--- src/rtl/arc4_crack_ctrl.sv ---
// arc4_crack_ctrl: steps a 24-bit ARC4 key through [KEY_FIRST, KEY_LAST],
// sequencing init/KSA/PRGA per candidate and stopping at the first key whose
// decrypted message is entirely printable ASCII.
module arc4_crack_ctrl #(
  parameter logic [23:0] KEY_FIRST = 24'h000000,
  parameter logic [23:0] KEY_LAST  = 24'hFFFFFF
) (
  input  logic        clk,
  input  logic        rst_n,
  input  logic        en,
  output logic        rdy,
  output logic [23:0] key,
  output logic        key_valid,
  output logic        init_en,
  output logic        ksa_en,
  output logic        prga_en,
  input  logic        init_rdy,
  input  logic        ksa_rdy,
  input  logic        prga_rdy,
  output logic [23:0] ksa_key,
  output logic [23:0] prga_key,
  input  logic [7:0]  init_s_addr,
  input  logic [7:0]  init_s_wrdata,
  input  logic        init_s_wren,
  input  logic [7:0]  ksa_s_addr,
  input  logic [7:0]  ksa_s_wrdata,
  input  logic        ksa_s_wren,
  input  logic [7:0]  prga_s_addr,
  input  logic [7:0]  prga_s_wrdata,
  input  logic        prga_s_wren,
  output logic [7:0]  s_addr,
  output logic [7:0]  s_wrdata,
  output logic        s_wren,
  input  logic [7:0]  pt_addr,
  input  logic [7:0]  pt_wrdata,
  input  logic        pt_wren
);

  localparam int unsigned KEY_W = 24;
  localparam int unsigned BYTE_W = 8;
  localparam logic [BYTE_W-1:0] PRINT_MIN = 8'h20;
  localparam logic [BYTE_W-1:0] PRINT_MAX = 8'h7E;

  typedef enum logic [3:0] {
    IDLE, INIT_GO, INIT_WAIT, KSA_GO, KSA_WAIT, PRGA_GO, PRGA_WAIT, CHECK, DONE
  } state_t;

  state_t state;
  state_t state_nxt;
  logic   bad;
  logic   armed;
  logic   in_wait;
  logic   pt_bad;

  assign ksa_key  = key;
  assign prga_key = key;

  assign in_wait = (state == INIT_WAIT) || (state == KSA_WAIT) || (state == PRGA_WAIT);
  assign pt_bad  = pt_wren && (pt_addr != BYTE_W'(0)) &&
                   ((pt_wrdata < PRINT_MIN) || (pt_wrdata > PRINT_MAX));

  // State register
  always_ff @(posedge clk) begin
    if (!rst_n) state <= IDLE;
    else        state <= state_nxt;
  end

  // Next-state logic; armed masks the first cycle of every WAIT state
  always_comb begin
    state_nxt = state;
    unique case (state)
      IDLE, DONE: if (en) state_nxt = INIT_GO;
      INIT_GO:    state_nxt = INIT_WAIT;
      INIT_WAIT:  if (armed && init_rdy) state_nxt = KSA_GO;
      KSA_GO:     state_nxt = KSA_WAIT;
      KSA_WAIT:   if (armed && ksa_rdy) state_nxt = PRGA_GO;
      PRGA_GO:    state_nxt = PRGA_WAIT;
      PRGA_WAIT:  if (armed && prga_rdy) state_nxt = CHECK;
      CHECK: begin
        if (!bad || (key == KEY_LAST)) state_nxt = DONE;
        else                           state_nxt = INIT_GO;
      end
      default:    state_nxt = IDLE;
    endcase
  end

  // State-decoded outputs and S-memory port mux
  always_comb begin
    rdy      = 1'b0;
    init_en  = 1'b0;
    ksa_en   = 1'b0;
    prga_en  = 1'b0;
    s_addr   = '0;
    s_wrdata = '0;
    s_wren   = 1'b0;
    unique case (state)
      IDLE, DONE: rdy = 1'b1;
      INIT_GO, INIT_WAIT: begin
        init_en  = (state == INIT_GO);
        s_addr   = init_s_addr;
        s_wrdata = init_s_wrdata;
        s_wren   = init_s_wren;
      end
      KSA_GO, KSA_WAIT: begin
        ksa_en   = (state == KSA_GO);
        s_addr   = ksa_s_addr;
        s_wrdata = ksa_s_wrdata;
        s_wren   = ksa_s_wren;
      end
      PRGA_GO, PRGA_WAIT: begin
        prga_en  = (state == PRGA_GO);
        s_addr   = prga_s_addr;
        s_wrdata = prga_s_wrdata;
        s_wren   = prga_s_wren;
      end
      default: ;
    endcase
  end

  // Candidate key, verdict flags and plaintext snoop
  always_ff @(posedge clk) begin
    if (!rst_n) begin
      key       <= KEY_FIRST;
      key_valid <= 1'b0;
      bad       <= 1'b0;
      armed     <= 1'b0;
    end else begin
      armed <= in_wait;
      unique case (state)
        IDLE, DONE: begin
          if (en) begin
            key       <= KEY_FIRST;
            key_valid <= 1'b0;
            bad       <= 1'b0;
          end
        end
        PRGA_WAIT: if (pt_bad) bad <= 1'b1;
        CHECK: begin
          if (!bad) begin
            key_valid <= 1'b1;
          end else if (key == KEY_LAST) begin
            key_valid <= 1'b0;
          end else begin
            key <= key + KEY_W'(1);
            bad <= 1'b0;
          end
        end
        default: ;
      endcase
    end
  end

endmodule

--- config.mk ---
export PLATFORM = sky130hd
export DESIGN_NAME = arc4_crack_ctrl
export DESIGN_NICKNAME = d
export VERILOG_FILES = /design/src/rtl/arc4_crack_ctrl.sv
export SDC_FILE = /design/constraint.sdc
export NUM_CORES = 1
export LEC_CHECK = 0
export ABC_CLOCK_PERIOD_IN_PS = 4200
export BUFFER_PORTS_ARGS = -buffer_cell sky130_fd_sc_hd__buf_2
export CAP_MARGIN = 20
export CORE_ASPECT_RATIO = 2
export CORE_MARGIN = 2
export CORE_UTILIZATION = 40
export CTS_BUF_LIST = sky130_fd_sc_hd__clkbuf_4 sky130_fd_sc_hd__clkbuf_8
export DETAILED_ROUTE_END_ITERATION = 10
export GPL_TIMING_DRIVEN = 0
export HOLD_SLACK_MARGIN = 0.05
export MAX_ROUTING_LAYER = met4
export PLACE_DENSITY = 0.83
export SETUP_SLACK_MARGIN = 0.5
export SYNTH_ARGS = -nofsm -noshare
export SYNTH_HDL_FRONTEND = slang
export SYNTH_SLANG_ARGS = --single-unit
--- constraint.sdc ---
create_clock -name clk -period 4.2 [get_ports clk]
set_clock_uncertainty 0.2 [all_clocks]
set_input_delay 0.21 -clock clk [delete_from_list [all_inputs] [get_ports clk]]
set_output_delay 0.21 -clock clk [all_outputs]
set_load 0.005 [all_outputs]
==> results of run 1 <==
-- worst max path at each step --
stage | cells after the start | slack (ps) | endpoint
floorplan | 7 | 2210 | key[19]
global placement | 8 | 1970 | s_addr[3]
detailed placement | 8 | 1960 | s_addr[3]
CTS | 8 | 1640 | s_addr[3]
global route | 8 | 1480 | s_addr[3]
finish | 8 | 1660 | s_addr[3]
-- registers in the layout, summed over array words and instances (netlist names) --
signal,flops
key_valid,1
armed,1
bad,1
key,24
state,4
-- power breakdown --
| part | switching (mW) | internal [mW] |
|---|---|---|
| clock | 0.112 | 0.128 |
| combinational | 0.233 | 0.174 |
| sequential | 0.00486 | 0.305 |
-- cell usage in the layout (no fill, tap or decap), types with 3 or more instances in the layout --
master / synthesis / routed
sky130_fd_sc_hd__a2111oi_2: 4 / 4
sky130_fd_sc_hd__a211oi_1: 10 / 10
sky130_fd_sc_hd__a21oi_1: 13 / 13
sky130_fd_sc_hd__and2_1: 4 / 4
sky130_fd_sc_hd__and3_1: 5 / 5
sky130_fd_sc_hd__and4_1: 3 / 3
sky130_fd_sc_hd__buf_2: 4 / 171
sky130_fd_sc_hd__buf_4: 49 / 49
sky130_fd_sc_hd__buf_6: 4 / 4
sky130_fd_sc_hd__clkbuf_1: 6 / 6
sky130_fd_sc_hd__clkbuf_8: 0 / 6
sky130_fd_sc_hd__dfxtp_1: 31 / 31
sky130_fd_sc_hd__inv_1: 5 / 5
sky130_fd_sc_hd__mux2i_1: 18 / 18
sky130_fd_sc_hd__nand2_1: 37 / 37
sky130_fd_sc_hd__nand3_1: 10 / 10
sky130_fd_sc_hd__nand4_1: 9 / 9
sky130_fd_sc_hd__nor2_1: 22 / 22
sky130_fd_sc_hd__nor3_1: 3 / 3
sky130_fd_sc_hd__nor3b_1: 3 / 3
sky130_fd_sc_hd__nor4_1: 3 / 3
sky130_fd_sc_hd__o21ai_0: 26 / 26
sky130_fd_sc_hd__or3_1: 4 / 4
sky130_fd_sc_hd__xnor2_1: 18 / 18
-- cell families (layout without fill, tap and decap cells) --
family | count (synthesis) | in the layout | synth area share
AND/OR/NAND/NOR | 113 | 113 | 0.2418
buffers and inverters | 68 | 243 | 0.1902
AO/OA/AOI/OAI | 65 | 65 | 0.1706
flip-flops | 31 | 31 | 0.2489
XOR/XNOR | 19 | 19 | 0.06673
multiplexers | 19 | 19 | 0.07677
adder cells (fa/ha/maj) | 1 | 1 | 0.005017
-- critical path, stage by stage (launching register included) --
cell and delay (ps):
sky130_fd_sc_hd__dfxtp_1 300, sky130_fd_sc_hd__buf_2 190, sky130_fd_sc_hd__nand2_1 80, sky130_fd_sc_hd__or2_2 300
sky130_fd_sc_hd__a21oi_2 360, sky130_fd_sc_hd__buf_2 290, sky130_fd_sc_hd__nand2_1 70, sky130_fd_sc_hd__o21ai_0 90
sky130_fd_sc_hd__buf_2 150
-- metal layers --
metal / vias up / track usage / routed length [um]
li1: 1421 / - / -
met1: 1359 / 0.1835 / 2481
met2: 146 / 0.4304 / 4347
met3: 20 / 0.02567 / 420
met4: 0 / 0.1007 / 210
met5: - / - / 0
-- per-stage QoR --
step                      cells  cell area, um2  hold slack (ps)  setup slack, ps
final                       554            3506            109.2             1660
after global routing        554            3506            106.6             1485
after CTS                   554            3506            103.2             1638
after detailed placement    546            3408            326.1             1956
after global placement      546            3408            305.2             1975
after floorplan             316            2494            157.8             2214
-- cell type report --
cell class                 instances  area [um2]
fill                             578        2500
multi-input combinational        217        1399
timing repair buffer             168       845.8
sequential                        31       620.6
buffer                            63       455.4
clock buffer                       6       82.58
tap                               63       78.83
inverter                           5       18.77
clock inverter                     1       5.005
-- repair_timing --
action	CTS	global route
setup buffers	0	0
hold buffers	1	0
endpoints found under the hold margin	1	0
==> impl_metrics.tcl, run 1 <==
set metrics [dict create \
    worstMarginPinSlew_ps 530.6 \
    clock.fmax_mhz 393.7 \
    worst-r2r-cell-count 5 \
    post_cts_resize_count 0 \
    outcome "complete, no violations" \
    syn-instance-count 316 \
    cells_on_worst_hold_path 4 \
    dp_hpwl_um 6137 \
    first_global_vias 2649 \
    area_growth_pct 40.59 \
    maxCapViolCount 0 \
    wl_per_cell_um 13.46 \
    post-route-drc-count 0 \
    cts_max_level 2 \
    timing.slew.headroom 0.6463 \
    drive_above_1_share 0.5031 \
    initial_utilization 0.4152 \
    critPathLaunch "state[0]" \
    die_area_um2 6920 \
    power_density_over_cell_area_nw_per_um2 272.9 \
    cts_tree "yes" \
    worst_setup_path_end_kind "output port" \
    globalRouteOverflowTotal 0 \
    cts-root-to-sink-buffers 2 \
    synth_ff_type "sky130_fd_sc_hd__dfxtp_1" \
    postSynth.asyncResetShare 0 \
    port_buffers 167 \
    timing.final.crit_share 0.6048 \
    timing.final.hold_violations 0 \
    grt_setup_unrepaired "no" \
    report.power.total_mw 0.9566 \
    synth-warning-count 0 \
    drt_pass1_iterations 4 \
    startpoint_type "register" \
    synthesis.area_per_instance_um2 7.891 \
    yosys-top-cells-count "sky130_fd_sc_hd__buf_4 (49), sky130_fd_sc_hd__nand2_1 (37), sky130_fd_sc_hd__dfxtp_1 (31), sky130_fd_sc_hd__o21ai_0 (26), sky130_fd_sc_hd__nor2_1 (22)" \
    synth_top_area_share 0.2489 \
    hold_path_end "state[3]" \
    coreArea_um2 6006 \
    r2r-start "key[5]" \
    die_w_um 59.83 \
    routed_via_density 5.318 \
    global_route_usage_sum 0.2161 \
    ys_seq_elements 31 \
    p_leak_nw 1.749 \
    synth_edf_count 0 \
    worstReg2RegEnd "key[23]" \
    number_of_placement_rows 40 \
    path_class_of_the_lowest_slack_min_delay_path "in2reg" \
    synth_top_cell_by_area "sky130_fd_sc_hd__dfxtp_1" \
    grt_pass1_wl_um 11360 \
    worst-r2r-setup-slack_ps 2020 \
    crit_arrival_ps 2130 \
    timing.critical_path.required_ps 3790 \
    cts_root_buf "sky130_fd_sc_hd__clkbuf_8" \
    path_max_fanout 10 \
    num_io_pins 168 \
    worst-setup-path-type "reg2out" \
    setup_viol_count_final 0 \
    number_of_antenna_violations_at_the_first_check_in_global_routing 0 \
    post-route-util 0.5838 \
    synth_most_common_cell "sky130_fd_sc_hd__buf_4" \
    synth_fp_nets 391 \
    maxSlewViolCount 0 \
    grt_start_max_net_pins 11 \
    synth_area_leaders "sky130_fd_sc_hd__dfxtp_1 (25%), sky130_fd_sc_hd__buf_4 (15%), sky130_fd_sc_hd__mux2i_1 (7.2%)" \
    syn-cell-area_um2 2494 \
    num_antenna_cells 0 \
    layout.nets 566 \
    yosysUniqueCellTypes 43 \
    cts.reportedPaths.clkPinSlew_ps 60 \
    drt_iter0_markers 102 \
    worst_supply_voltage_drop_on_vdd_v 0.0002764 \
    num_vias 2946 \
    die_height_um 115.7 \
    cts-buffers-inserted 5 \
    tns_ps 0 \
    clkSinkCount 31 \
    hold_path_startpoint "en" \
    yosysSeqAreaShare 0.2489 \
    ant_nets 0 \
    layout_min_cycle_time_ps 2540 \
    gp_congestion 0.8899 \
    insertion_delay_ps 290 \
    routed_wirelength_um 7459 \
]
Note: power is estimated with default switching activity, not from simulation.
==> inputs of run 2 (changes only) <==
- ABC_CLOCK_PERIOD_IN_PS: 4200 -> 2100
- CORE_UTILIZATION: 40 -> 39
- PLACE_DENSITY: 0.83 -> 0.85
- clock period: 4.2 -> 2.1 ns (I/O delays scaled with it)
==> run 2 against run 1 <==
Die area is 2.4% higher. Count of clock-buffer cells in the layout grew 1. Non-clock buffer count rose by 56. Design area increased by 32%. Global-route usage up 5.7 points. Wire length is 41% higher. Power grew 150%. Largest cell class is now buffers.
==> impl_metrics.tcl, run 2 (same netlist as run 1, synthesis figures left out) <==
set metrics [dict create \
    insertion_delay_ps 290 \
    drt_pass1_iterations 4 \
    timing.final.crit_share 0.9405 \
    ant_nets 0 \
    num_vias 3346 \
    flip_flop_count_of_the_largest_register_all_copies_and_words_added 24 \
    routed_via_density 5.278 \
    number_of_placement_rows 41 \
    startpoint_type "register" \
    dp_hpwl_um 6327 \
    num_antenna_cells 0 \
    coreArea_um2 6259 \
    die_height_um 117.1 \
    worstMarginPinSlew_ps 252.8 \
    worst-r2r-setup-slack_ps 130 \
    path_max_fanout 5 \
    cts_tree "yes" \
    routed_wirelength_um 10490 \
    cells_on_worst_hold_path 4 \
    largest-register "key" \
    final_cell_mix "sky130_fd_sc_hd__buf_2 (167), sky130_fd_sc_hd__buf_4 (91), sky130_fd_sc_hd__nor2_1 (22)" \
    cts.reportedPaths.clkPinSlew_ps 70 \
    die_w_um 60.54 \
    grt_setup_unrepaired "yes" \
    clkSinkCount 31 \
    global_route_usage_sum 0.2731 \
    layout_min_cycle_time_ps 1975 \
    power_density_over_cell_area_nw_per_um2 512.0 \
    registers_with_the_most_flip_flops "key x24, state x4" \
    wl_per_cell_um 16.54 \
    die_area_um2 7088 \
    p_leak_nw 2.195 \
    layout.nets 622 \
    worst-r2r-cell-count 8 \
    cts_root_buf "sky130_fd_sc_hd__clkbuf_8" \
    report.power.total_mw 2.372 \
    timing.final.hold_violations 0 \
    r2r-start "key[1]" \
    worst_supply_voltage_drop_on_vdd_v 0.0006400 \
    timing.critical_path.required_ps 2080 \
    cts-buffers-inserted 5 \
    path_class_of_the_lowest_slack_min_delay_path "in2reg" \
    post-route-drc-count 0 \
    worst_setup_path_end_kind "register" \
    number_of_antenna_violations_at_the_first_check_in_global_routing 0 \
    hold_path_startpoint "pt_wren" \
    outcome "complete, no violations" \
    cts-root-to-sink-buffers 2 \
    maxSlewViolCount 0 \
    initial_utilization 0.3984 \
    area_growth_pct 85.80 \
    mostFrequentLayoutCell "sky130_fd_sc_hd__buf_2" \
    drt_iter0_markers 162 \
    first_global_vias 3087 \
    clock.fmax_mhz 506.3 \
    setup_viol_count_final 0 \
    timing.final.ws_setup_ps 125.0 \
    cts_max_level 2 \
    port_buffers 167 \
    num_io_pins 168 \
    worst-setup-path-type "reg2reg" \
    globalRouteOverflowTotal 0 \
    post_route_hold_slack_ps 69.70 \
    crit_arrival_ps 1960 \
    dp_slack_ps -20.23 \
    drive_above_1_share 0.7062 \
    grt_pass1_wl_um 14080 \
    hold_path_end "bad" \
    grt_start_max_net_pins 11 \
    worstReg2RegEnd "key[9]" \
    gp_congestion 0.9228 \
    maxCapViolCount 0 \
    timing.slew.headroom 0.8266 \
]
run 2: area by class of cell:
type,instances,area (um2)
Sequential cell,31,695.7
Clock inverter,1,5.005
Multi-Input combinational cell,217,1763
Tap cell,86,107.6
Timing Repair Buffer,224,1369
Clock buffer,7,90.09
Buffer,63,584.3
Fill cell,456,1625
Inverter,5,18.77
run 2: critical path, cell delays in order (launching register included):
cell and delay, ps:
sky130_fd_sc_hd__dfxtp_4 350, sky130_fd_sc_hd__ha_4 150, sky130_fd_sc_hd__and4_4 190, sky130_fd_sc_hd__and3_4 200
sky130_fd_sc_hd__buf_4 150, sky130_fd_sc_hd__buf_16 140, sky130_fd_sc_hd__a211oi_2 260, sky130_fd_sc_hd__xnor2_1 170
sky130_fd_sc_hd__nor2_1 50
run 2: report_power, final:
| group | internal, mW | switching, mW |
|---|---|---|
| Combinational | 0.626 | 0.630 |
| Sequential | 0.595 | 0.0162 |
| Clock | 0.277 | 0.228 |
run 2: routing by layer:
layer | track usage | routed length (um) | share of wire
met1 | 0.2331 | 3131 | 0.30
met2 | 0.5319 | 6165 | 0.59
met3 | 0.03846 | 653 | 0.062
met4 | 0.1507 | 535 | 0.051
met5 | - | 0 | 0
run 2: stage by stage:
step | cell area [um2] | cells | setup TNS (ps) | util
floorplan | 2683 | 316 | 0 | -
global placement | 3626 | 569 | 0 | 0.5794
detailed placement | 3626 | 569 | -57.56 | 0.5794
CTS | 4343 | 612 | 0 | 0.6939
global route | 4633 | 634 | 0 | 0.7403
finish | 4633 | 634 | 0 | 0.7403
run 2: worst max-delay path by stage:
stage                        start        end  slack, ps  cells past startpoint
final                       key[1]     key[9]        130                      8
after global routing        key[1]     key[9]         70                      8
after CTS                 state[0]  s_addr[0]        160                      8
after detailed placement    key[3]    key[23]        -20                      5
after global placement      key[3]     key[7]         20                      5
after floorplan             key[0]    key[22]        250                      7
run 2: timing repair:
action                                 4_1_cts  5_1_grt
gates resized for setup                     94       36
endpoints found under the hold margin       10        0
hold buffers                                 2        0
setup buffers                               30       19
setup endpoints to repair                   50       48
cloned                                       3        3
pin swaps                                   38       23
==> inputs of run 3 (changes only) <==
- ABC_CLOCK_PERIOD_IN_PS: 2100 -> 2550
- CORE_UTILIZATION: 39 -> 40
- PLACE_DENSITY: 0.85 -> 0.83
- clock period: 2.1 -> 2.55 ns (I/O delays scaled with it)
==> run 3 against run 2 <==
Non-clock buffer count decreased by 38. Core utilization decreased by 10 points. Sequential share of layout area grew 1.9 points. Worst hold slack lost 11 ps. Global-route usage fell by 5.1 points. Largest power group unchanged.
==> impl_metrics.tcl, run 3 (same netlist as run 1, synthesis figures left out) <==
set metrics [dict create \
    power_density_over_cell_area_nw_per_um2 440.9 \
    path_max_fanout 4 \
    seqCellArea_um2 651.9 \
    num_io_pins 168 \
    global_route_usage_sum 0.2220 \
    cts-buffers-inserted 5 \
    cts.reportedPaths.clkPinSlew_ps 70 \
    number_of_placement_rows 40 \
    post-route-drc-count 0 \
    multiInputGateArea_um2 1493 \
    first_global_vias 2719 \
    port_buffers 167 \
    die_height_um 115.7 \
    setup_viol_count_final 0 \
    p_leak_nw 1.880 \
    grt_setup_unrepaired "yes" \
    flip_flop_count_of_the_largest_register_all_copies_and_words_added 24 \
    worst_supply_voltage_drop_on_vdd_v 0.0003979 \
    cts_root_buf "sky130_fd_sc_hd__clkbuf_8" \
    timing.final.ws_setup_ps 557.6 \
    grt_pass1_wl_um 11660 \
    num_vias 3060 \
    die_area_um2 6920 \
    tns_ps 0 \
    drt_iter0_markers 128 \
    mostFrequentLayoutCell "sky130_fd_sc_hd__buf_2" \
    num_antenna_cells 0 \
    drive_above_1_share 0.5894 \
    insertion_delay_ps 290 \
    startpoint_type "register" \
    cts_max_level 2 \
    routed_wirelength_um 8121 \
    gp_congestion 0.8899 \
    cts-root-to-sink-buffers 2 \
    clkSinkCount 31 \
    globalRouteOverflowTotal 0 \
    layout_min_cycle_time_ps 1992 \
    drt_pass1_iterations 4 \
    cts_tree "yes" \
    post-route-util 0.6400 \
    timing.final.crit_share 0.7813 \
    maxSlewViolCount 0 \
    cells_on_worst_hold_path 4 \
    largest-register "key" \
    layout.nets 584 \
    timing.slew.headroom 0.7346 \
    timing.critical_path.required_ps 2560 \
    number_of_antenna_violations_at_the_first_check_in_global_routing 0 \
    wl_per_cell_um 14.20 \
    worst-r2r-cell-count 6 \
    coreArea_um2 6006 \
    worst_setup_path_end_kind "register" \
    routed_via_density 5.350 \
    outcome "complete, no violations" \
    area_growth_pct 54.14 \
    clock.fmax_mhz 501.9 \
    ant_nets 0 \
    initial_utilization 0.4152 \
    final.fill_count 533 \
    final_cell_mix "sky130_fd_sc_hd__buf_2 (168), sky130_fd_sc_hd__buf_4 (65), sky130_fd_sc_hd__nand2_1 (33)" \
    grt_start_max_net_pins 11 \
    dp_hpwl_um 6137 \
    timing.final.hold_violations 0 \
    worst-setup-path-type "reg2reg" \
    path_class_of_the_lowest_slack_min_delay_path "in2reg" \
    die_w_um 59.83 \
    maxCapViolCount 0 \
    worstMarginPinSlew_ps 398.1 \
    crit_arrival_ps 2000 \
    registers_with_the_most_flip_flops "key x24, state x4" \
    dp_slack_ps 374.3 \
]
==> run 3: changes by cell type in the layout (fill, tap and decap cells not counted), sizes merged <==
cell,change
buf,-37
clkbuf,-2
==> run 3: worst max-delay path: stages (launching register included) <==
cell and delay [ps]:
sky130_fd_sc_hd__dfxtp_4 360, sky130_fd_sc_hd__ha_4 160, sky130_fd_sc_hd__and4_4 190, sky130_fd_sc_hd__and3_4 170, sky130_fd_sc_hd__a211o_1 340, sky130_fd_sc_hd__or3_1 350
sky130_fd_sc_hd__a21oi_1 130
==> run 3: metal layers <==
metal	vias to the layer above	GRT usage	routed length (um)
li1	1451	-	-
met1	1420	0.1884	2593
met2	168	0.4341	4852
met3	21	0.02567	438
met4	0	0.1215	235
met5	-	-	0
==> run 3: path summary, 6_finish.rpt <==
check	endpoint	slack, ps	from
worst max-delay path	key[15]	560	key[0]
worst min-delay path	bad	60	pt_wren
worst max register to register	key[15]	560	key[0]
worst min register to register	key[15]	320	key[15]
==> run 3: timing repair <==
action / CTS / global route
endpoints found under the setup margin: 47 / 45
cloned: 0 / 2
setup buffers: 5 / 10
resized for setup: 25 / 43
hold endpoints to repair: 6 / 0
hold buffers: 2 / 0
pin swaps: 5 / 6
==> run 3: final cells by class <==
type,count,area share
multi-input combinational,217,0.3883
timing repair buffer,186,0.2646
sequential,31,0.1696
buffer,63,0.1292
clock buffer,6,0.02148
tap,63,0.02051
inverter,5,0.004883
clock inverter,1,0.001302
==> run 3: report_power, final <==
group          switching, mW  internal, mW
Combinational          0.415         0.370
Clock                  0.184         0.211
Sequential            0.0124         0.502
==> run 3: per-stage QoR <==
step / cell area, um2 / std cells / total power [mW] / hold slack, ps
after floorplan: 2494 / 316 / 0.8932 / 75.26
after global placement: 3408 / 546 / 1.172 / 259.0
after detailed placement: 3408 / 546 / 1.188 / 264.5
after CTS: 3645 / 560 / 1.624 / 76.22
after global routing: 3844 / 572 / 1.787 / 92.96
final: 3844 / 572 / 1.695 / 58.57
